**config.mk**
```make
export PLATFORM = sky130hd
export DESIGN_NAME = ps2_move_decoder_flat
export DESIGN_NICKNAME = d
export VERILOG_FILES = /design/src/rtl/ps2_move_decoder_if.sv /design/src/rtl/ps2_move_decoder.sv /design/src/flat_wrapper.sv
export SDC_FILE = /design/constraint.sdc
export NUM_CORES = 1
export LEC_CHECK = 0
export ABC_AREA = 0
export CORE_ASPECT_RATIO = 1.75
export CORE_MARGIN = 2
export CORE_UTILIZATION = 57
export CTS_CLUSTER_SIZE = 8
export DETAILED_ROUTE_END_ITERATION = 6
export PLACE_DENSITY_LB_ADDON = 0.1
export SLEW_MARGIN = 40
export SYNTH_ARGS = -nofsm -noshare
export SYNTH_HDL_FRONTEND = slang
export SYNTH_SLANG_ARGS = --single-unit
```
**constraint.sdc**
```tcl
create_clock -name clk -period 4 [get_ports clk]
set_clock_uncertainty 0.05 [all_clocks]
set_input_delay 0.8 -clock clk [delete_from_list [all_inputs] [get_ports clk]]
set_output_delay 0.8 -clock clk [all_outputs]
set_load 0.02 [all_outputs]
```
**src/rtl/ps2_move_decoder_if.sv**
```systemverilog
// ---------------------------------------------------------------------------
// ps2_move_decoder_if : byte/strobe input and key-port output bundle
// Revision 1.0
// ---------------------------------------------------------------------------
`default_nettype none

interface ps2_move_decoder_if #(
    parameter int FIFO_DEPTH = 4
);
    logic [7:0]                  byte_in;
    logic                        byte_valid;
    logic                        rd_en;
    logic [9:0]                  key_out;
    logic [$clog2(FIFO_DEPTH):0] count;

    modport master (
        output byte_in, byte_valid, rd_en,
        input  key_out, count
    );

    modport slave (
        input  byte_in, byte_valid, rd_en,
        output key_out, count
    );
endinterface

`default_nettype wire

```
**src/rtl/ps2_move_decoder.sv**
```systemverilog
// ---------------------------------------------------------------------------
// ps2_move_decoder : PS/2 scan codes -> queued direction events (optional PS2_WASD_EN)
// Revision 1.0
// ---------------------------------------------------------------------------
`default_nettype none

module ps2_move_decoder #(
    parameter int TIMEOUT_CYCLES = 2000000,
    parameter int FIFO_DEPTH     = 4
) (
    input  wire logic          clk,
    input  wire logic          rst,
    ps2_move_decoder_if.slave  bus
);

    localparam int c_ptr_w = $clog2(FIFO_DEPTH);
    localparam int c_tmo_w = $clog2(TIMEOUT_CYCLES + 1);
    localparam logic [c_ptr_w:0]   c_full     = FIFO_DEPTH[c_ptr_w:0];
    localparam logic [c_tmo_w-1:0] c_tmo_last = c_tmo_w'(TIMEOUT_CYCLES - 1);
`ifdef PS2_WASD_EN
    localparam int c_num_held = 9;
`else
    localparam int c_num_held = 5;
`endif

    typedef enum logic [1:0] {
        IDLE    = 2'd0,
        EXT     = 2'd1,
        BRK     = 2'd2,
        EXT_BRK = 2'd3
    } state_t;

    state_t                  r_state;
    state_t                  w_state_nxt;
    logic [c_tmo_w-1:0]      r_tmo;
    logic [c_num_held-1:0]   r_held;
    logic [2:0]              r_mem [FIFO_DEPTH];
    logic [c_ptr_w-1:0]      r_wptr;
    logic [c_ptr_w-1:0]      r_rptr;
    logic [c_ptr_w:0]        r_count;
    logic                    r_ovf;

    logic                    w_ext;
    logic                    w_hit;
    logic [2:0]              w_dir;
    logic [c_num_held-1:0]   w_mask;
    logic                    w_make;
    logic                    w_break;
    logic                    w_push;
    logic                    w_full;
    logic                    w_pop;
    logic                    w_wr;

    // Prefix bytes E0/F0 never appear in either map, so no hit on them.
    assign w_ext = (r_state == EXT) || (r_state == EXT_BRK);

    always_comb begin
        w_hit  = 1'b0;
        w_dir  = 3'd0;
        w_mask = '0;
        if (w_ext) begin
            case (bus.byte_in)
                8'h75: begin w_hit = 1'b1; w_dir = 3'd1; w_mask[0] = 1'b1; end
                8'h72: begin w_hit = 1'b1; w_dir = 3'd2; w_mask[1] = 1'b1; end
                8'h6B: begin w_hit = 1'b1; w_dir = 3'd3; w_mask[2] = 1'b1; end
                8'h74: begin w_hit = 1'b1; w_dir = 3'd4; w_mask[3] = 1'b1; end
                default: ;
            endcase
        end else begin
            case (bus.byte_in)
                8'h5A,
                8'h2D: begin w_hit = 1'b1; w_dir = 3'd5; w_mask[4] = 1'b1; end
`ifdef PS2_WASD_EN
                8'h1D: begin w_hit = 1'b1; w_dir = 3'd1; w_mask[5] = 1'b1; end
                8'h1B: begin w_hit = 1'b1; w_dir = 3'd2; w_mask[6] = 1'b1; end
                8'h1C: begin w_hit = 1'b1; w_dir = 3'd3; w_mask[7] = 1'b1; end
                8'h23: begin w_hit = 1'b1; w_dir = 3'd4; w_mask[8] = 1'b1; end
`endif
                default: ;
            endcase
        end
    end

    assign w_make  = bus.byte_valid && w_hit && ((r_state == IDLE) || (r_state == EXT));
    assign w_break = bus.byte_valid && w_hit && ((r_state == BRK)  || (r_state == EXT_BRK));
    // Held bit set means the key is down: further makes are typematic repeats.
    assign w_push  = w_make && ((r_held & w_mask) == '0);

    always_comb begin
        w_state_nxt = r_state;
        if (bus.byte_valid) begin
            case (r_state)
                IDLE: begin
                    if (bus.byte_in == 8'hE0)      w_state_nxt = EXT;
                    else if (bus.byte_in == 8'hF0) w_state_nxt = BRK;
                end
                EXT: begin
                    if (bus.byte_in == 8'hF0) w_state_nxt = EXT_BRK;
                    else                      w_state_nxt = IDLE;
                end
                default: w_state_nxt = IDLE;
            endcase
        end else if ((r_state != IDLE) && (r_tmo == c_tmo_last)) begin
            w_state_nxt = IDLE;
        end
    end

    always_ff @(posedge clk) begin
        if (rst) begin
            r_state <= IDLE;
            r_tmo   <= '0;
            r_held  <= '0;
        end else begin
            r_state <= w_state_nxt;
            if (bus.byte_valid || (r_state == IDLE)) r_tmo <= '0;
            else                                     r_tmo <= r_tmo + 1'b1;
            if (w_push)       r_held <= r_held | w_mask;
            else if (w_break) r_held <= r_held & ~w_mask;
        end
    end

    // When full, a same-cycle pop frees the head slot that the push reuses.
    assign w_full = (r_count == c_full);
    assign w_pop  = bus.rd_en && (r_count != '0);
    assign w_wr   = w_push && (!w_full || w_pop);

    always_ff @(posedge clk) begin
        if (w_wr) r_mem[r_wptr] <= w_dir;
    end

    always_ff @(posedge clk) begin
        if (rst) begin
            r_wptr  <= '0;
            r_rptr  <= '0;
            r_count <= '0;
            r_ovf   <= 1'b0;
        end else begin
            if (w_wr)  r_wptr <= r_wptr + 1'b1;
            if (w_pop) r_rptr <= r_rptr + 1'b1;
            case ({w_wr, w_pop})
                2'b10:   r_count <= r_count + 1'b1;
                2'b01:   r_count <= r_count - 1'b1;
                default: r_count <= r_count;
            endcase
            if (w_pop)                 r_ovf <= 1'b0;
            else if (w_push && w_full) r_ovf <= 1'b1;
        end
    end

    assign bus.count   = r_count;
    assign bus.key_out = {(r_count != '0), r_ovf, 5'b0,
                          (r_count != '0) ? r_mem[r_rptr] : 3'd0};

endmodule

`default_nettype wire
```
**src/flat_wrapper.sv**
```systemverilog
// flat-port wrapper written by rule: the top's interface ports become plain ports
module ps2_move_decoder_flat 
#(
    parameter int TIMEOUT_CYCLES = 2000000,
    parameter int FIFO_DEPTH     = 4
)
  (clk, rst, bus_byte_in, bus_byte_valid, bus_rd_en, bus_key_out, bus_count);
  ps2_move_decoder_if #(.FIFO_DEPTH(FIFO_DEPTH)) bus_i ();
  input  wire logic clk;
  input  wire logic rst;
  input wire logic [$bits(bus_i.byte_in)-1:0] bus_byte_in;
  input wire logic [$bits(bus_i.byte_valid)-1:0] bus_byte_valid;
  input wire logic [$bits(bus_i.rd_en)-1:0] bus_rd_en;
  output wire logic [$bits(bus_i.key_out)-1:0] bus_key_out;
  output wire logic [$bits(bus_i.count)-1:0] bus_count;
  assign bus_i.byte_in = bus_byte_in;
  assign bus_i.byte_valid = bus_byte_valid;
  assign bus_i.rd_en = bus_rd_en;
  assign bus_key_out = bus_i.key_out;
  assign bus_count = bus_i.count;
  ps2_move_decoder #(.TIMEOUT_CYCLES(TIMEOUT_CYCLES), .FIFO_DEPTH(FIFO_DEPTH)) u_core (.clk(clk), .rst(rst), .bus(bus_i));
endmodule
```
### Word-level counts from Yosys, hierarchy flattened

Memories as Yosys holds them, arrays and structs flattened. A register that Yosys moved wholly into a read port is not among the register bits.
Cells that the tools add are included.

| word-level totals | value |
|---|---|
| register bits after elaboration | 36 |
| bits of input ports | 12 |
| output and inout bits | 13 |
| memories | 1 |
| memory bits (writable) | 12 |

Memory list:

| name | words | width | read ports | clocked after Yosys merged registers in | wr ports | RTL line | source |
|---|---|---|---|---|---|---|---|
| u_core.r_mem | 4 | 3 | 1 | 1 | 1 | ps2_move_decoder.sv:37 | `logic [2:0] r_mem [FIFO_DEPTH];` |

| cells by class | value |
|---|---|
| bitwise operators | 4 |
| muxes and demuxes | 26 |
| eq/ne operators | 16 |
| reductions and logical operators | 26 |
| add/subtract/negate cells | 5 |

Operator list:

| cell | number |
|---|---|
| $eq A8 B7 Y1 const B | 5 |
| $add A21 B1 Y21 const B | 1 |
| $eq A21 B21 Y1 const B | 1 |
| $eq A8 B8 Y1 const B | 2 |
| $mux W2 | 7 |
| $pmux W3 S4 | 1 |
| $and A5 B5 Y5 | 2 |
| $mux W1 | 10 |
| $mux W5 | 2 |
| $mux W3 | 3 |
| $eq A8 B6 Y1 const B | 1 |
| $logic_and A1 B1 Y1 | 8 |
| $reduce_bool A2 Y1 | 4 |
| $eq A2 B2 Y1 const B | 3 |
| $pmux W3 S2 | 1 |
| $reduce_or A2 Y1 | 3 |
| $logic_not A5 Y1 | 1 |
| $logic_or A1 B1 Y1 | 5 |
| $not A5 Y5 | 1 |
| $or A5 B5 Y5 | 1 |
| $add A2 B1 Y2 const B | 2 |
| $eq A2 B1 Y1 const B | 2 |
| $mux W4 | 1 |
| $ne A4 B4 Y1 const B | 1 |
| 9 further kinds | 9 |

### Logic depth before layout (Yosys ltp)

Gate-level depths: netlist (run 1).

| logic depth | value |
|---|---|
| word-level depth | 10 |
| gate-level depth with buffers | 12 |
| gate-level depth less buffers | 10 |

### Worst setup path after synthesis (run 1)

OpenSTA, ideal clock, no wires.

| timing path | value |
|---|---|
| path kind | input-to-reg |
| start | in bus_byte_in[0] |
| end | reg u_core.r_count[1] (netlist: u_core.bus.count[1]) |
| arrival | 3.360 ns |
| stages | 10 |
| setup time | 0.103 ns |
| setup slack | 0.487 ns |
| path buffers | 2 |
| cell sequence | buf_2 -> and4b_1 -> a311o_1 -> a221oi_4 -> nand3_1 -> buf_4 -> nand3_1 -> fa_1 -> o31a_1 -> a2111oi_2 |

| on the way | value |
|---|---|
| cells in the longest elaborated chain, start to end | 10 |
| elaborated cells between the ends (all ways) | 27 |

Ends and longest elaborated chain:

| element | RTL line | source |
|---|---|---|
| start: declaration | flat_wrapper.sv:11 | `input wire logic [$bits(bus_i.byte_in)-1:0] bus_byte_in;` |
| $eq A8 B7 Y1 (tied with other cells) | ps2_move_decoder.sv:70 | `case (bus.byte_in)` |
| $reduce_or A2 Y1 or $reduce_or A4 Y1 (tied branches) | n/a |  |
| $mux W1, on equally long branches | ps2_move_decoder.sv:70, ps2_move_decoder.sv:62 |  |
| $mux W1 | ps2_move_decoder.sv:61 | `if (w_ext) begin` |
| $and A5 B5 Y5 or $logic_and A1 B1 Y1 (tied branches) | ps2_move_decoder.sv:87, ps2_move_decoder.sv:84 |  |
| $logic_not A5 Y1 or $logic_and A1 B1 Y1 (tied branches) | ps2_move_decoder.sv:87, ps2_move_decoder.sv:84 |  |
| $logic_and A1 B1 Y1 * | ps2_move_decoder.sv:87 | `assign w_push = w_make && ((r_held & w_mask) == '0);` |
| $logic_and A1 B1 Y1 * | ps2_move_decoder.sv:125 | `assign w_wr = w_push && (!w_full \|\| w_pop);` |
| $eq A2 B1 Y1 or $eq A2 B2 Y1 (tied branches) | ps2_move_decoder.sv:140 | `case ({w_wr, w_pop})` |
| $pmux W3 S2 or $reduce_bool A2 Y1 (tied branches) | n/a |  |
| end signal: assignment | ps2_move_decoder.sv:141 | `2'b10: r_count <= r_count + 1'b1;` |
| end signal: assignment | ps2_move_decoder.sv:142 | `2'b01: r_count <= r_count - 1'b1;` |
| end signal: assignment | ps2_move_decoder.sv:143 | `default: r_count <= r_count;` |
| end: declaration | ps2_move_decoder.sv:40 | `logic [c_ptr_w:0] r_count;` |

Mark *: on every way between the ends. The rest lies on a longest branch, timed or not.
A chain may end at the register's enable or synchronous reset.

### Final worst setup path (run 1)

Same ends and word-level chain as after synthesis.

==> impl_metrics.ini, run 1 <==
[cells_and_area]
nets = 320
multi_input_area_um2 = 1400
stdcell_count = 354
diodes = 0
drive_gt1_share_pct = 7.26
fill_cells = 390
syn2layout_area_growth_pct = 11.0
seq_area_um2 = 1120

[logic_synthesis]
ys_ff_latch = 50
yosysTopAreaCell = dfxtp_1
synth_ff_type = dfxtp_1
yosys_warnings = 0
synth_top_family_by_area = simple AND/OR/NAND/NOR gates
synth_area_um2 = 2650
synth-simple-area-share_pct = 29.3
synth_top_area_share_pct = 28.7
async_reset_ff_share_pct = 0
synth_edf_count = 12
synth_compound_area_share_pct = 9.78
synthAdderAreaFrac_pct = 3.12
synth_area_leaders = dfxtp_1, edfxtp_1, nor2_1
synth_mux_area_share_pct = 4.44
avgSynthCellArea_um2 = 9.23
synth.distinct_cells = 52
seq_area_frac_synth_pct = 42.3
synth_cells = 287
synthXorXnorAreaFrac_pct = 5.62

[critical_path]
crit_path_start_kind = input pin
cp.arrival_ps = 3700
critPathBufInv = 1
path_class = in2reg
cp_top_family = simple AND/OR/NAND/NOR gates
crit_required_ps = 4170
worstPathCellList = clkdlybuf4s50_1 -> and4b_4 -> and4_4 -> or4_4 -> nand3_1 -> nand3_1 -> fa_1 -> o31a_1 -> a2111oi_2
max_stage_delay_ps = 550
cp-end-kind = flip-flop
path_common_cell = nand3_1
slowest_stage = or4_4
worst-path-max-fanout = 8

[timing]
fin_ws_ps = 464
period_share_pct = 88.4
fmax_mhz = 283
slew-limit-headroom_pct = 51.0
worstMarginPinSlew_ps = 735
setup_violations = 0
tns_ps = 0
layout_min_cycle_time_ps = 3540
slew_viol_final = 0
hold_viol = 0
rsz0062_at_grt = false

[route]
wl_per_cell_um = 15.0
drcViolationCount = 0
drtIter0Drc = 74
drtAntennaViolNets = 0
vias_per_cell = 5.77
finalWirelength_mm = 5.30
drt_pass1_iterations = 4
vias = 2042

[clock_tree]
cts_buffers = 5
ctsResizeCount = 0
cts_hold_buffers = 0
htreeDepth = 2
path_clk_slew_ps = 100
postCtsSetupBuffers = 0
cts_max_path_buffers = 2
cts_sinks = 50
clk_latency_ps = 310
cts_tree = yes
cts-root-buf = clkbuf_8

[global_route]
grt_max_degree = 28
grt_pass1_wl_mm = 9.13
grt.total_usage_pct = 22.0
grt_pass1_vias = 2014
antenna_found_initial = 0
overflow = 0

[run]
maxCapViolCount = 0

[die]
placementRows = 32
die_x_um = 55.5
die-area_um2 = 5230
start_util_pct = 59.6
die_h_um = 94.2
io_pins = 25
core_um2 = 4440

[min_path]
hp-class = reg2reg

[pwr]
power_density_nw_per_um2 = 298
ir_worst_vdd_mv = 0.306
p_total_w = 0.000876
p_leak_nw = 0.973

[placement]
port_buffers = 19
dpl.cell_count = 346
gp_congestion = 0.884
place_ws_ps = 162
dpl.hpwl_mm = 4.03

[run_status]
status = completed
[worst register-to-register path, stage by stage (launching register included)]
cell and delay [ps]:
dfxtp_1 400, and4b_4 250, and4_4 210, or4_4 560, nand3_1 120, nand3_1 100, fa_1 500, o31a_1 320
a2111oi_2 320
[kinds of logic (layout without fill, tap and decap cells)]
kind of cell             count (synthesis)  after routing
AO/OA/AOI/OAI                           37             37
XOR/XNOR                                17             17
flip-flops                              50             50
AND/OR/NAND/NOR                        140            140
buffers and inverters                   28             40
adder cells (fa/ha/maj)                  6              6
multiplexers                             8              8
other                                    1              5
[cell usage in the layout, fill, tap and decap left out, types with 7 or more instances in the layout]
| cell | instances |
|---|---|
| nor2_1 | 37 |
| nand2_1 | 18 |
| and2_1 | 8 |
| or3_1 | 11 |
| xnor2_1 | 9 |
| dfxtp_1 | 38 |
| nor4_1 | 8 |
| nor3_1 | 7 |
| clkdlybuf4s50_1 | 19 |
| o21ai_0 | 10 |
| nand3_1 | 16 |
| inv_1 | 9 |
| a21oi_1 | 10 |
| edfxtp_1 | 12 |
| xor2_1 | 8 |
[layout make-up]
cell class,instances,share of cell area (%)
clock buffer,5,2.34
clock inverter,3,0.979
inverter,9,1.15
multi-input combinational,213,47.7
sequential,50,38.1
tap,51,2.17
timing repair buffer,23,7.49
[synthesized netlist by cell type, drive strengths merged (2+ instances only)]
cell type / instances
dfxtp: 38
nor2: 37
nand2: 18
nand3: 16
edfxtp: 12
o21ai: 12
or3: 11
a21oi: 10
clkbuf: 10
buf: 9
inv: 9
xnor2: 9
and2: 8
nor4: 8
xor2: 8
nor3: 7
and4: 6
nand4: 6
ha: 5
mux2i: 5
nor2b: 4
mux4: 3
nor3b: 3
nor4b: 3
a31oi: 2
and4b: 2
nand2b: 2
nor4bb: 2
o21a: 2
o31a: 2
or3b: 2
[power by group]
part           switching, W  internal [W]
Clock              0.000187      0.000130
Combinational     0.0000258     0.0000183
Sequential      0.000000457      0.000515
Total              0.000213      0.000663
[path summary, 6_finish.rpt]
path / from / to / slack [ps] / cells past startpoint
worst max-delay path: bus_byte_in[0] / u_core.bus.count[1]$_SDFFE_PP0P_ / 460 / 9
worst min-delay path: u_core.r_tmo[0]$_SDFF_PP0_ / u_core.r_tmo[0]$_SDFF_PP0_ / 420 / 1
worst max register to register: u_core.r_state[0]$_SDFFE_PP0P_ / u_core.bus.count[1]$_SDFFE_PP0P_ / 1090 / 8
worst min register to register: u_core.r_tmo[0]$_SDFF_PP0_ / u_core.r_tmo[0]$_SDFF_PP0_ / 420 / 1
[routing by layer]
metal  vias up  global-route usage, %  share of wire, %
li1       1053                      -                 -
met1       960                   21.1                37
met2        22                   45.1                59
met3         7                   2.89               1.5
met4         0                   9.15               1.8
met5         -                      0                 0
[through the flow]
stage          hold WS, ps  util, %  area, µm²
2_1_floorplan          380        -       2660
5_1_grt                444     66.1       2940
6_report               416     66.1       2940
3_5_place_dp           400     63.9       2840
3_3_place_gp           388     63.9       2840
4_1_cts                423     66.1       2940
(Power assumes the default switching activity.)
==> inputs of run 2 (changes only) <==
--- a/config.mk
+++ b/config.mk
@@ -6,6 +6,7 @@
 export NUM_CORES = 1
 export LEC_CHECK = 0
 export ABC_AREA = 0
+export ABC_CLOCK_PERIOD_IN_PS = 4000
 export CORE_ASPECT_RATIO = 1.75
 export CORE_MARGIN = 2
 export CORE_UTILIZATION = 57
==> results of run 2 <==
Final layout, timing and power as in run 1 (identical DEF).
